$ cat config.mk
export PLATFORM = sky130hd
export DESIGN_NAME = exp5_unidade_controle
export DESIGN_NICKNAME = d
export VERILOG_FILES = /design/src/rtl/exp5_unidade_controle.sv
export SDC_FILE = /design/constraint.sdc
export NUM_CORES = 1
export LEC_CHECK = 0
export BUFFER_PORTS_ARGS = -buffer_cell sky130_fd_sc_hd__buf_2
export CAP_MARGIN = 10
export CORE_AREA = 2 2 39 41
export DETAILED_ROUTE_END_ITERATION = 12
export DIE_AREA = 0 0 41 43
export PLACE_DENSITY = 0.52
export SLEW_MARGIN = 20
export SYNTH_ARGS = -nofsm -noshare
export SYNTH_HDL_FRONTEND = slang
export SYNTH_SLANG_ARGS = --single-unit
$ cat constraint.sdc
create_clock -name clock -period 4.56 [get_ports clock]
set_clock_uncertainty 0.2 [all_clocks]
set_input_delay 0.228 -clock clock [delete_from_list [all_inputs] [get_ports clock]]
set_output_delay 0.228 -clock clock [all_outputs]
set_load 0.005 [all_outputs]
$ cat src/rtl/exp5_unidade_controle.sv
// Moore control unit sequencing the memory-game datapath (play, compare, advance, end flags).
// Optional per-play timeout in espera_jogada enabled by defining TIMEOUT_EN.
module exp5_unidade_controle #(
  parameter int TIMEOUT_CYCLES = 3000
) (
  input  logic       clock,
  input  logic       reset,
  input  logic       iniciar,
  input  logic       jogada,
  input  logic       igual,
  input  logic       fim_contagem,
  output logic       zera_contador,
  output logic       conta_contador,
  output logic       zera_registrador,
  output logic       registra,
  output logic       acertou,
  output logic       errou,
  output logic       pronto,
  output logic       timeout,
  output logic [3:0] db_estado
);

  typedef enum logic [3:0] {
    INICIAL     = 4'b0000,
    PREPARACAO  = 4'b0001,
    ESPERA      = 4'b0010,
    REGISTRA    = 4'b0100,
    COMPARACAO  = 4'b0101,
    PROXIMO     = 4'b0110,
    FIM_ACERTOU = 4'b1010,
    FIM_ERROU   = 4'b1110,
    FIM_TIMEOUT = 4'b1101
  } state_t;

  state_t state, next;
  logic   expirou;

`ifdef TIMEOUT_EN
  localparam int CW = (TIMEOUT_CYCLES > 1) ? $clog2(TIMEOUT_CYCLES) : 1;
  logic [CW-1:0] cnt;

  // Held at zero outside espera_jogada, so every entry starts a fresh count.
  always_ff @(posedge clock) begin
    if (reset || state != ESPERA) cnt <= '0;
    else                          cnt <= cnt + CW'(1);
  end

  assign expirou = (cnt == CW'(TIMEOUT_CYCLES - 1));
`else
  assign expirou = 1'b0;
`endif

  always_ff @(posedge clock) begin
    if (reset) state <= INICIAL;
    else       state <= next;
  end

  always_comb begin
    next = state;
    case (state)
      INICIAL:     if (iniciar) next = PREPARACAO;
      PREPARACAO:  next = ESPERA;
      ESPERA: begin
        if (jogada)       next = REGISTRA;
        else if (expirou) next = FIM_TIMEOUT;
      end
      REGISTRA:    next = COMPARACAO;
      COMPARACAO: begin
        if (!igual)            next = FIM_ERROU;
        else if (fim_contagem) next = FIM_ACERTOU;
        else                   next = PROXIMO;
      end
      PROXIMO:     next = ESPERA;
      FIM_ACERTOU, FIM_ERROU, FIM_TIMEOUT:
                   if (iniciar) next = PREPARACAO;
      default:     next = INICIAL;
    endcase
  end

  always_comb begin
    zera_contador    = 1'b0;
    conta_contador   = 1'b0;
    zera_registrador = 1'b0;
    registra         = 1'b0;
    acertou          = 1'b0;
    errou            = 1'b0;
    pronto           = 1'b0;
    timeout          = 1'b0;
    db_estado        = state;
    case (state)
      PREPARACAO: begin
        zera_contador    = 1'b1;
        zera_registrador = 1'b1;
      end
      REGISTRA:    registra       = 1'b1;
      PROXIMO:     conta_contador = 1'b1;
      FIM_ACERTOU: begin
        pronto  = 1'b1;
        acertou = 1'b1;
      end
      FIM_ERROU: begin
        pronto = 1'b1;
        errou  = 1'b1;
      end
      FIM_TIMEOUT: begin
        pronto = 1'b1;
        errou  = 1'b1;
`ifdef TIMEOUT_EN
        timeout = 1'b1;
`endif
      end
      INICIAL, ESPERA, COMPARACAO: ;
      default: db_estado = 4'b0000;
    endcase
  end

endmodule
==> results.py, run 1 <==
metrics = {
    "finish": {
        "antenna_cells": 0,
        "fin_nets": 79,
        "layout.core_utilization_pct": 35.26,
        "layout_commonest_cell": "buf_2",
        "drive_gt1_share_pct": 29.58,
        "layoutNonFillerInstCount": 87,
        "area_growth_pct": 19.63,
        "final_cell_mix": "16 x buf_2, 6 x nand2b_1, 6 x a21oi_1",
        "fillers": 157,
        "largest_reg_flops": 4,
        "reg_top3": "state (4)",
        "top_register": "state",
    },
    "logic_synthesis": {
        "synth-edff-count": 0,
        "avgSynthCellArea_um2": 6.913,
        "synth_seq_cells": 4,
        "netlist_area_um2": 407.9,
        "seq_area_frac_synth_pct": 19.63,
        "async_flop_share_pct": 0,
        "syn_inst": 59,
        "ys.warnings.count": 0,
        "ys_types": 25,
        "ys_dominant_reg_cell": "dfxtp_1",
        "synth_nets": 65,
    },
    "run_status": {
        "status": "finished clean",
    },
    "critical_path": {
        "cp-start-kind": "register",
        "cp.required_ns": 4.13,
        "arrival_ns": 1.41,
        "path_class": "reg2out",
        "path_max_fanout": 11,
        "endpoint_kind": "primary output",
    },
    "drt": {
        "drt-total-wl_um": 942,
        "ant_nets": 0,
        "wl_per_cell_um": 10.83,
        "vias": 430,
        "drc": 0,
        "routed_via_density": 4.943,
        "drt_first_iter_violations": 3,
        "firstDrtPassIters": 3,
    },
    "place": {
        "io_buffers": 16,
        "dp.cells": 84,
        "gp_congestion": 0.7275,
    },
    "clock_network": {
        "post_cts_resized": 0,
        "post_cts_buffers": 0,
        "cts_tree": "done",
        "hold_buffers": 0,
        "cts_root_buf": "clkbuf_4",
        "cts_max_level": 1,
        "cts.path.max_buffers": 2,
        "clock_sinks": 4,
        "worst_skew_pair.late_latency_ns": 0.23,
        "cts_buffers": 3,
        "clk_pin_slew_ns": 0.04,
    },
    "die": {
        "coreArea_mm2": 0.001384,
        "die_width_um": 41,
        "io_pins": 18,
        "fp.dieArea_mm2": 0.001763,
        "die_h_um": 43,
        "start_util_pct": 29.48,
        "rows": 14,
    },
    "power_and_ir_drop": {
        "clkPwrFrac_pct": 22.2,
        "p_seq_share_pct": 33.9,
        "ir_worst_vdd_mv": 0.1259,
        "p_sw_share_pct": 39.08,
        "pwr-share-comb_pct": 43.9,
        "p_int_uw": 114.3,
        "power.switching_uw": 73.32,
        "power_uw": 187.6,
        "leakagePower_uw": 0.0002189,
        "p_per_area_mw_per_mm2": 384.5,
    },
    "global_route": {
        "grt_pass1_vias": 384,
        "grt_antenna_before_repair": 0,
        "gr-total-overflow": 0,
        "gr-usage-all-layers_pct": 12.94,
        "grt_pass1_wl_um": 1593,
        "grt_max_degree": 20,
    },
    "timing": {
        "tns_ns": 0,
        "final-hold-violation-count": 0,
        "maxSlewHeadroom_pct": 63.55,
        "setup-violations-final": 0,
        "maxSlewViolCount": 0,
        "rsz0062_at_grt": "no",
        "finalCritPeriodShare_pct": 40.21,
        "fin_crit_ns": 1.834,
        "worst_pin_slew_ns": 0.5460,
        "fmax_mhz": 545.4,
    },
    "worst_hold_path": {
        "min_path_type": "in2reg",
    },
    "job": {
        "cap_violations": 0,
    },
}
==> layout make-up <==
class	instances	area (um2)	share of cell area, %
inverter	2	7.507	1.538
timing repair buffer	16	80.08	16.41
multi-input combinational	46	277.8	56.92
sequential	4	80.08	16.41
clock buffer	3	22.52	4.615
tap	16	20.02	4.103
==> path summary, 6_finish.rpt <==
kind | start | endpoint | slack (ns) | depth (start not counted)
setup / recovery | state[0] | acertou | 2.73 | 4
hold / removal | reset | state[1] | 0.02 | 2
setup reg to reg | state[3] | state[2] | 2.89 | 4
hold reg to reg | state[2] | state[2] | 0.43 | 2
==> synthesized netlist by cell type, types with 2 or more instances <==
master | n | area share [%]
nor2b_1 | 4 | 6.1
a21boi_0 | 2 | 3.7
nand2b_1 | 6 | 9.2
buf_4 | 2 | 3.7
nor3_1 | 5 | 6.1
a21oi_1 | 6 | 7.4
dfxtp_1 | 4 | 20
a22oi_1 | 2 | 3.7
nor2_1 | 5 | 4.6
inv_1 | 2 | 1.8
clkbuf_1 | 3 | 2.8
o21ai_0 | 5 | 6.1
==> routing by layer <==
layer / wire (um) / vias to the layer above / track usage [%]
li1: - / 228 / -
met1: 435 / 189 / 17.95
met2: 458 / 13 / 19.06
met3: 48 / 0 / 3.141
met4: 0 / 0 / 4.000
met5: 0 / - / 0
==> worst max-delay path, cell delays in order, from the launching register on <==
cell      delay, ns
dfxtp_1        0.53
nand2b_1       0.23
inv_1          0.11
and3_1         0.19
buf_2          0.12
==> power by group through the flow <==
stage | clock [uW] | sequential, uW | combinational [uW]
after floorplan | 0 | 45.5 | 79.7
after global placement | 0 | 63.9 | 83.6
after detailed placement | 0 | 64.2 | 82.9
after CTS | 43.5 | 63.5 | 83.5
after global routing | 46.5 | 67.2 | 94.4
final | 41.7 | 63.6 | 82.3
==> kinds of logic after synthesis <==
family,after synthesis,share of synthesized area (%)
AND/OR/NAND/NOR,25,34.97
AO/OA/AOI/OAI,19,29.75
buffers and inverters,9,12.27
flip-flops,4,19.63
multiplexers,1,2.454
other,1,0.9194
==> metrics by stage <==
stage | setup slack [ns] | hold WS [ns] | cell area, um2
after floorplan | 3.016 | 0.1004 | 407.9
after global placement | 2.914 | 0.2579 | 465.4
after detailed placement | 2.906 | 0.2554 | 465.4
after CTS | 2.724 | 0.01561 | 488.0
after global routing | 2.604 | 0.02568 | 488.0
final | 2.726 | 0.02064 | 488.0
Note: power is estimated with default switching activity, not from simulation.
==> run 2, diff against run 1 <==
- ABC_AREA: unset -> 1
- PLACE_DENSITY: 0.52 -> 0.54
- clock period: 4.56 -> 1.6 ns (I/O delays scaled with it)
==> run 2 against run 1 <==
Design area up 7.4%. Utilization is 2.6 points higher. Flip-flop and latch count unchanged. Largest power group unchanged. Clock-buffer cell count did not move. Cell count up 16%.
==> results.py, run 2 <==
metrics = {
    "run_status": {
        "status": "finished clean",
    },
    "logic_synthesis": {
        "seq_area_frac_synth_pct": 19.69,
        "synth_xor_area_share_pct": 0,
        "yosys.area.top_type_share_pct": 19.69,
        "yosysTopAreaCell": "dfxtp_1",
        "ys_dominant_reg_cell": "dfxtp_1",
        "ys.warnings.count": 0,
        "ys_types": 20,
        "synth-edff-count": 0,
        "syn_inst": 67,
        "post-synth-top-count-cell": "nor2_1",
        "synth_compound_area_share_pct": 8.000,
        "synth_nets": 73,
        "synth_simple_gate_area_share_pct": 53.85,
        "avgSynthCellArea_um2": 6.069,
        "synth.area.mux_share_pct": 0,
        "synthAdderAreaFrac_pct": 0,
        "synthTopCellsByArea": "dfxtp_1 20%, nor2_1 14%, inv_1 8.3%, nand2_4 8.3%, nand2_2 7.7%",
        "async_flop_share_pct": 0,
        "synth_seq_cells": 4,
        "synth_commonest_cells": "15 x nor2_1, 9 x inv_1, 8 x nand2_1",
        "synth_top_family_by_area": "simple AND/OR/NAND/NOR gates",
        "netlist_area_um2": 406.6,
    },
    "die": {
        "die_width_um": 41,
        "coreArea_mm2": 0.001384,
        "io_pins": 18,
        "fp.dieArea_mm2": 0.001763,
        "die_h_um": 43,
        "start_util_pct": 29.39,
        "rows": 14,
    },
    "global_route": {
        "gr-total-overflow": 0,
        "gr-usage-all-layers_pct": 10.53,
        "grt_pass1_vias": 349,
        "grt_max_degree": 8,
        "grt_pass1_wl_um": 1290,
        "grt_antenna_before_repair": 0,
    },
    "drt": {
        "wl_per_cell_um": 7.970,
        "vias": 428,
        "firstDrtPassIters": 4,
        "drc": 0,
        "drt-total-wl_um": 805,
        "drt_first_iter_violations": 3,
        "routed_via_density": 4.238,
        "ant_nets": 0,
    },
    "finish": {
        "layoutNonFillerInstCount": 101,
        "fin_nets": 93,
        "largest_reg_flops": 4,
        "final_cell_mix": "16 x buf_2, 15 x nor2_1, 9 x inv_1",
        "top_register": "state",
        "final_area_um2": 524.3,
        "drive_gt1_share_pct": 43.53,
        "reg_top3": "state (4)",
        "area_growth_pct": 28.92,
        "antenna_cells": 0,
        "layout_commonest_cell": "buf_2",
        "fillers": 167,
    },
    "timing": {
        "setup-violations-final": 0,
        "fin_crit_ns": 1.493,
        "rsz0062_at_grt": "no",
        "hold_ws_ns": 0.05290,
        "fmax_mhz": 669.8,
        "finalCritPeriodShare_pct": 93.31,
        "final-hold-violation-count": 0,
        "maxSlewViolCount": 0,
        "setup_ws_ns": 0.1071,
        "tns_ns": 0,
    },
    "critical_path": {
        "arrival_ns": 1.21,
        "cp-start-kind": "register",
        "max_stage_delay_ns": 0.43,
        "endpoint_kind": "primary output",
        "crit_chain": "inv_2, a21oi_1, o21ai_0, inv_1, nor2_1, buf_2",
        "cp.required_ns": 1.32,
        "path_max_fanout": 6,
        "cpMaxStageDelayCell": "dfxtp_1",
        "path_class": "reg2out",
    },
    "clock_network": {
        "clk_pin_slew_ns": 0.03,
        "cts_tree": "done",
        "clock_sinks": 4,
        "cts_root_buf": "clkbuf_4",
        "cts.path.max_buffers": 2,
        "cts_buffers": 3,
        "hold_buffers": 1,
        "post_cts_resized": 0,
        "post_cts_buffers": 0,
        "cts_max_level": 1,
        "worst_skew_pair.late_latency_ns": 0.23,
    },
    "place": {
        "gp_congestion": 0.7525,
        "io_buffers": 16,
        "dp_hpwl_um": 701,
        "dp.cells": 97,
        "dpl_cell_area_um2": 491.7,
        "dp_slack_ns": 0.1523,
    },
    "worst_hold_path": {
        "min_path_type": "in2reg",
    },
    "job": {
        "cap_violations": 0,
    },
    "power_and_ir_drop": {
        "ir_worst_vdd_mv": 0.7925,
        "leakagePower_uw": 0.0003478,
        "p_per_area_mw_per_mm2": 1807,
    },
}
-- run 2: changes by cell type in the layout (fill, tap and decap cells not counted), sizes merged, moves of 2 or more --
cell    before  now
a21boi       2    0
a21oi        6    2
a22oi        2    0
inv          2   14
nand2        1   16
nand2b       6    0
nand3        0    4
nor2         5   17
nor2b        4    0
nor3         5    0
o21ai        5    3
-- run 2: cell type report --
type	instances	area [um2]	share of cell area [%]
timing repair buffer	17	90.09	17.18
tap	16	20.02	3.819
multi-input combinational	46	255.2	48.69
clock buffer	3	22.52	4.296
sequential	4	80.08	15.27
inverter	15	56.30	10.74
-- run 2: metal layers --
| metal | vias to the layer above | global-route usage [%] | part of all wire [%] |
|---|---|---|---|
| li1 | 234 | - | - |
| met4 | 0 | 0 | 0 |
| met2 | 10 | 16.25 | 48 |
| met5 | - | 0 | 0 |
| met3 | 0 | 6.283 | 6.1 |
| met1 | 184 | 13.14 | 46 |
-- run 2: where the power goes --
group / internal [uW] / switching (uW)
Combinational: 255 / 373
Sequential: 141 / 56.8
Clock: 83.6 / 37.6
-- run 2: worst paths after layout --
| kind | cells past startpoint | end | from | slack (ns) |
|---|---|---|---|---|
| max | 6 | pronto | state[3] | 0.11 |
| max reg2reg | 9 | state[3] | state[3] | 0.16 |
| min reg2reg | 2 | state[1] | state[1] | 0.33 |
| min | 6 | state[1] | iniciar | 0.05 |
-- run 2: kinds of logic (layout without fill, tap and decap cells) --
group / count (synthesis) / in the layout
buffers and inverters: 17 / 35
AND/OR/NAND/NOR: 39 / 39
AO/OA/AOI/OAI: 6 / 6
other: 1 / 1
flip-flops: 4 / 4
-- run 2: worst max-delay path: cells and delay by family, from the launching register on --
kind,cells,cell delay [ns]
flops,1,0.43
compound gates,2,0.20
buf+inv,3,0.32
simple gates,1,0.04
-- run 2: through the flow --
stage               total power [uW]  utilization, %
floorplan                      691.2               -
global placement               833.3           35.53
detailed placement             835.4           35.53
CTS                            964.5           37.88
global route                    1039           37.88
finish                         947.2           37.88
==> run 3, diff against run 2 <==
- CTS_BUF_LIST: unset -> sky130_fd_sc_hd__clkbuf_16
==> run 3 against run 2 <==
Sequential power hardly changed. Largest power group unchanged. Maximum frequency is 0.39% higher. Largest cell class unchanged. Combinational power is 0.6% higher.
==> results.py, run 3 (synthesized netlist as in run 2, its figures left out) <==
metrics = {
    "power_and_ir_drop": {
        "p_seq_share_pct": 16.4,
        "pwr-share-comb_pct": 52.2,
        "p_sw_share_pct": 40.95,
        "p_int_uw": 714.6,
        "ir_worst_vdd_mv": 1.075,
        "clkPwrFrac_pct": 31.4,
        "power_uw": 1210,
        "leakagePower_uw": 0.0003710,
        "p_per_area_mw_per_mm2": 2098,
        "power.switching_uw": 495.6,
    },
    "clock_network": {
        "cts_root_buf": "clkbuf_16",
        "cts_max_level": 1,
        "clk_pin_slew_ns": 0.03,
        "cts_tree": "done",
        "cts_buffers": 3,
        "cts.path.max_buffers": 2,
        "clock_sinks": 4,
        "post_cts_resized": 0,
        "worst_skew_pair.late_latency_ns": 0.22,
    },
    "run_status": {
        "status": "finished clean",
    },
    "global_route": {
        "grt_pass1_wl_um": 1317,
        "grt_max_degree": 8,
        "grt_antenna_before_repair": 0,
        "gr-total-overflow": 0,
        "gr-usage-all-layers_pct": 10.94,
        "grt_pass1_vias": 355,
    },
    "critical_path": {
        "cp-startpoint": "state[2]",
        "crit_buf_inv": 2,
        "cpMaxStageDelayCell": "dfxtp_1",
        "reg2reg_depth": 9,
        "endpoint_kind": "primary output",
        "cp.required_ns": 1.32,
        "path_class": "reg2out",
        "arrival_ns": 1.21,
        "max_stage_delay_ns": 0.45,
        "path_max_fanout": 7,
        "cp-start-kind": "register",
        "critical_path.top_delay_family": "flip-flops",
        "r2r_start": "state[3]",
        "crit_chain": "a21oi_1, o21ai_0, inv_1, nor2_1, buf_2",
        "cp.depth": 5,
    },
    "finish": {
        "top_register": "state",
        "antenna_cells": 0,
        "final_cell_mix": "16 x buf_2, 15 x nor2_1, 9 x inv_1",
        "layout_commonest_cell": "buf_2",
        "final_area_um2": 576.8,
        "fin_nets": 93,
        "drive_gt1_share_pct": 43.53,
        "layout.core_utilization_pct": 41.68,
        "fillers": 160,
        "area_growth_pct": 41.85,
        "reg_top3": "state (4)",
        "largest_reg_flops": 4,
    },
    "die": {
        "die_h_um": 43,
        "coreArea_mm2": 0.001384,
        "die_width_um": 41,
        "fp.dieArea_mm2": 0.001763,
        "rows": 14,
        "start_util_pct": 29.39,
        "io_pins": 18,
    },
    "timing": {
        "fmax_mhz": 672.4,
        "fin_crit_ns": 1.487,
        "setup_ws_ns": 0.1129,
        "maxSlewViolCount": 0,
        "finalCritPeriodShare_pct": 92.95,
        "tns_ns": 0,
        "rsz0062_at_grt": "no",
        "final-hold-violation-count": 0,
        "setup-violations-final": 0,
    },
    "worst_hold_path": {
        "min_path_type": "in2reg",
        "hold_depth": 6,
        "hp-start": "iniciar",
    },
    "drt": {
        "firstDrtPassIters": 2,
        "vias": 434,
        "ant_nets": 0,
        "wl_per_cell_um": 8.119,
        "drt-total-wl_um": 820,
        "drt_first_iter_violations": 5,
        "routed_via_density": 4.297,
        "drc": 0,
    },
    "job": {
        "cap_violations": 0,
    },
    "place": {
        "io_buffers": 16,
        "gp_congestion": 0.7525,
        "dp_slack_ns": 0.1523,
        "dpl_cell_area_um2": 491.7,
        "dp_hpwl_um": 701,
    },
}
==> run 3: cell count changes in the layout (fill, tap and decap cells not counted) <==
| cell | change |
|---|---|
| clkbuf_4 | -3 |
| clkbuf_16 | +3 |
==> run 3: final timing paths <==
check	to	slack (ns)
setup / recovery	pronto	0.11
setup reg to reg	state[3]	0.16
hold / removal	state[1]	0.06
hold reg to reg	state[1]	0.33
==> run 3: worst reg2reg max path, stage by stage (launching register included) <==
cell,delay (ns)
dfxtp_1,0.43
inv_2,0.11
nor2_2,0.12
nand2_2,0.08
nand3_4,0.09
nand2_4,0.06
nand2_4,0.07
inv_2,0.04
nor2_1,0.08
nor2_1,0.04
==> run 3: final cells by class <==
type                            instances  area, um2  share of cell area (%)
Clock buffer                            3      75.07                   13.02
Inverter                               15      56.30                   9.761
Timing Repair Buffer                   17      90.09                   15.62
Sequential cell                         4      80.08                   13.88
Multi-Input combinational cell         46      255.2                   44.25
Tap cell                               16      20.02                   3.471
==> run 3: routing by layer <==
metal  global-route usage (%)  vias up  wire length [um]
li1                         -      234                 -
met1                    13.18      191               383
met2                    16.56        9               395
met3                    6.283        0                41
met4                    2.000        0                 0
met5                        0        -                 0
==> run 3: repair_timing <==
item	4_1_cts	5_1_grt
endpoints found under the hold margin	4	0
setup buffers	0	0
hold buffers	1	0
==> run 3: metrics by stage <==
stage,std cells,hold slack (ns)
after CTS,101,0.07202
after global placement,97,0.1668
final,101,0.06318
after floorplan,67,0.05760
after global routing,101,0.1105
after detailed placement,97,0.1688
==> run 3: power by group through the flow <==
stage / clock [uW] / combinational, uW / sequential (uW)
after global routing: 396 / 702 / 203
final: 380 / 632 / 198
after CTS: 386 / 641 / 198
after detailed placement: 0 / 636 / 199
after floorplan: 0 / 504 / 187
after global placement: 0 / 634 / 200
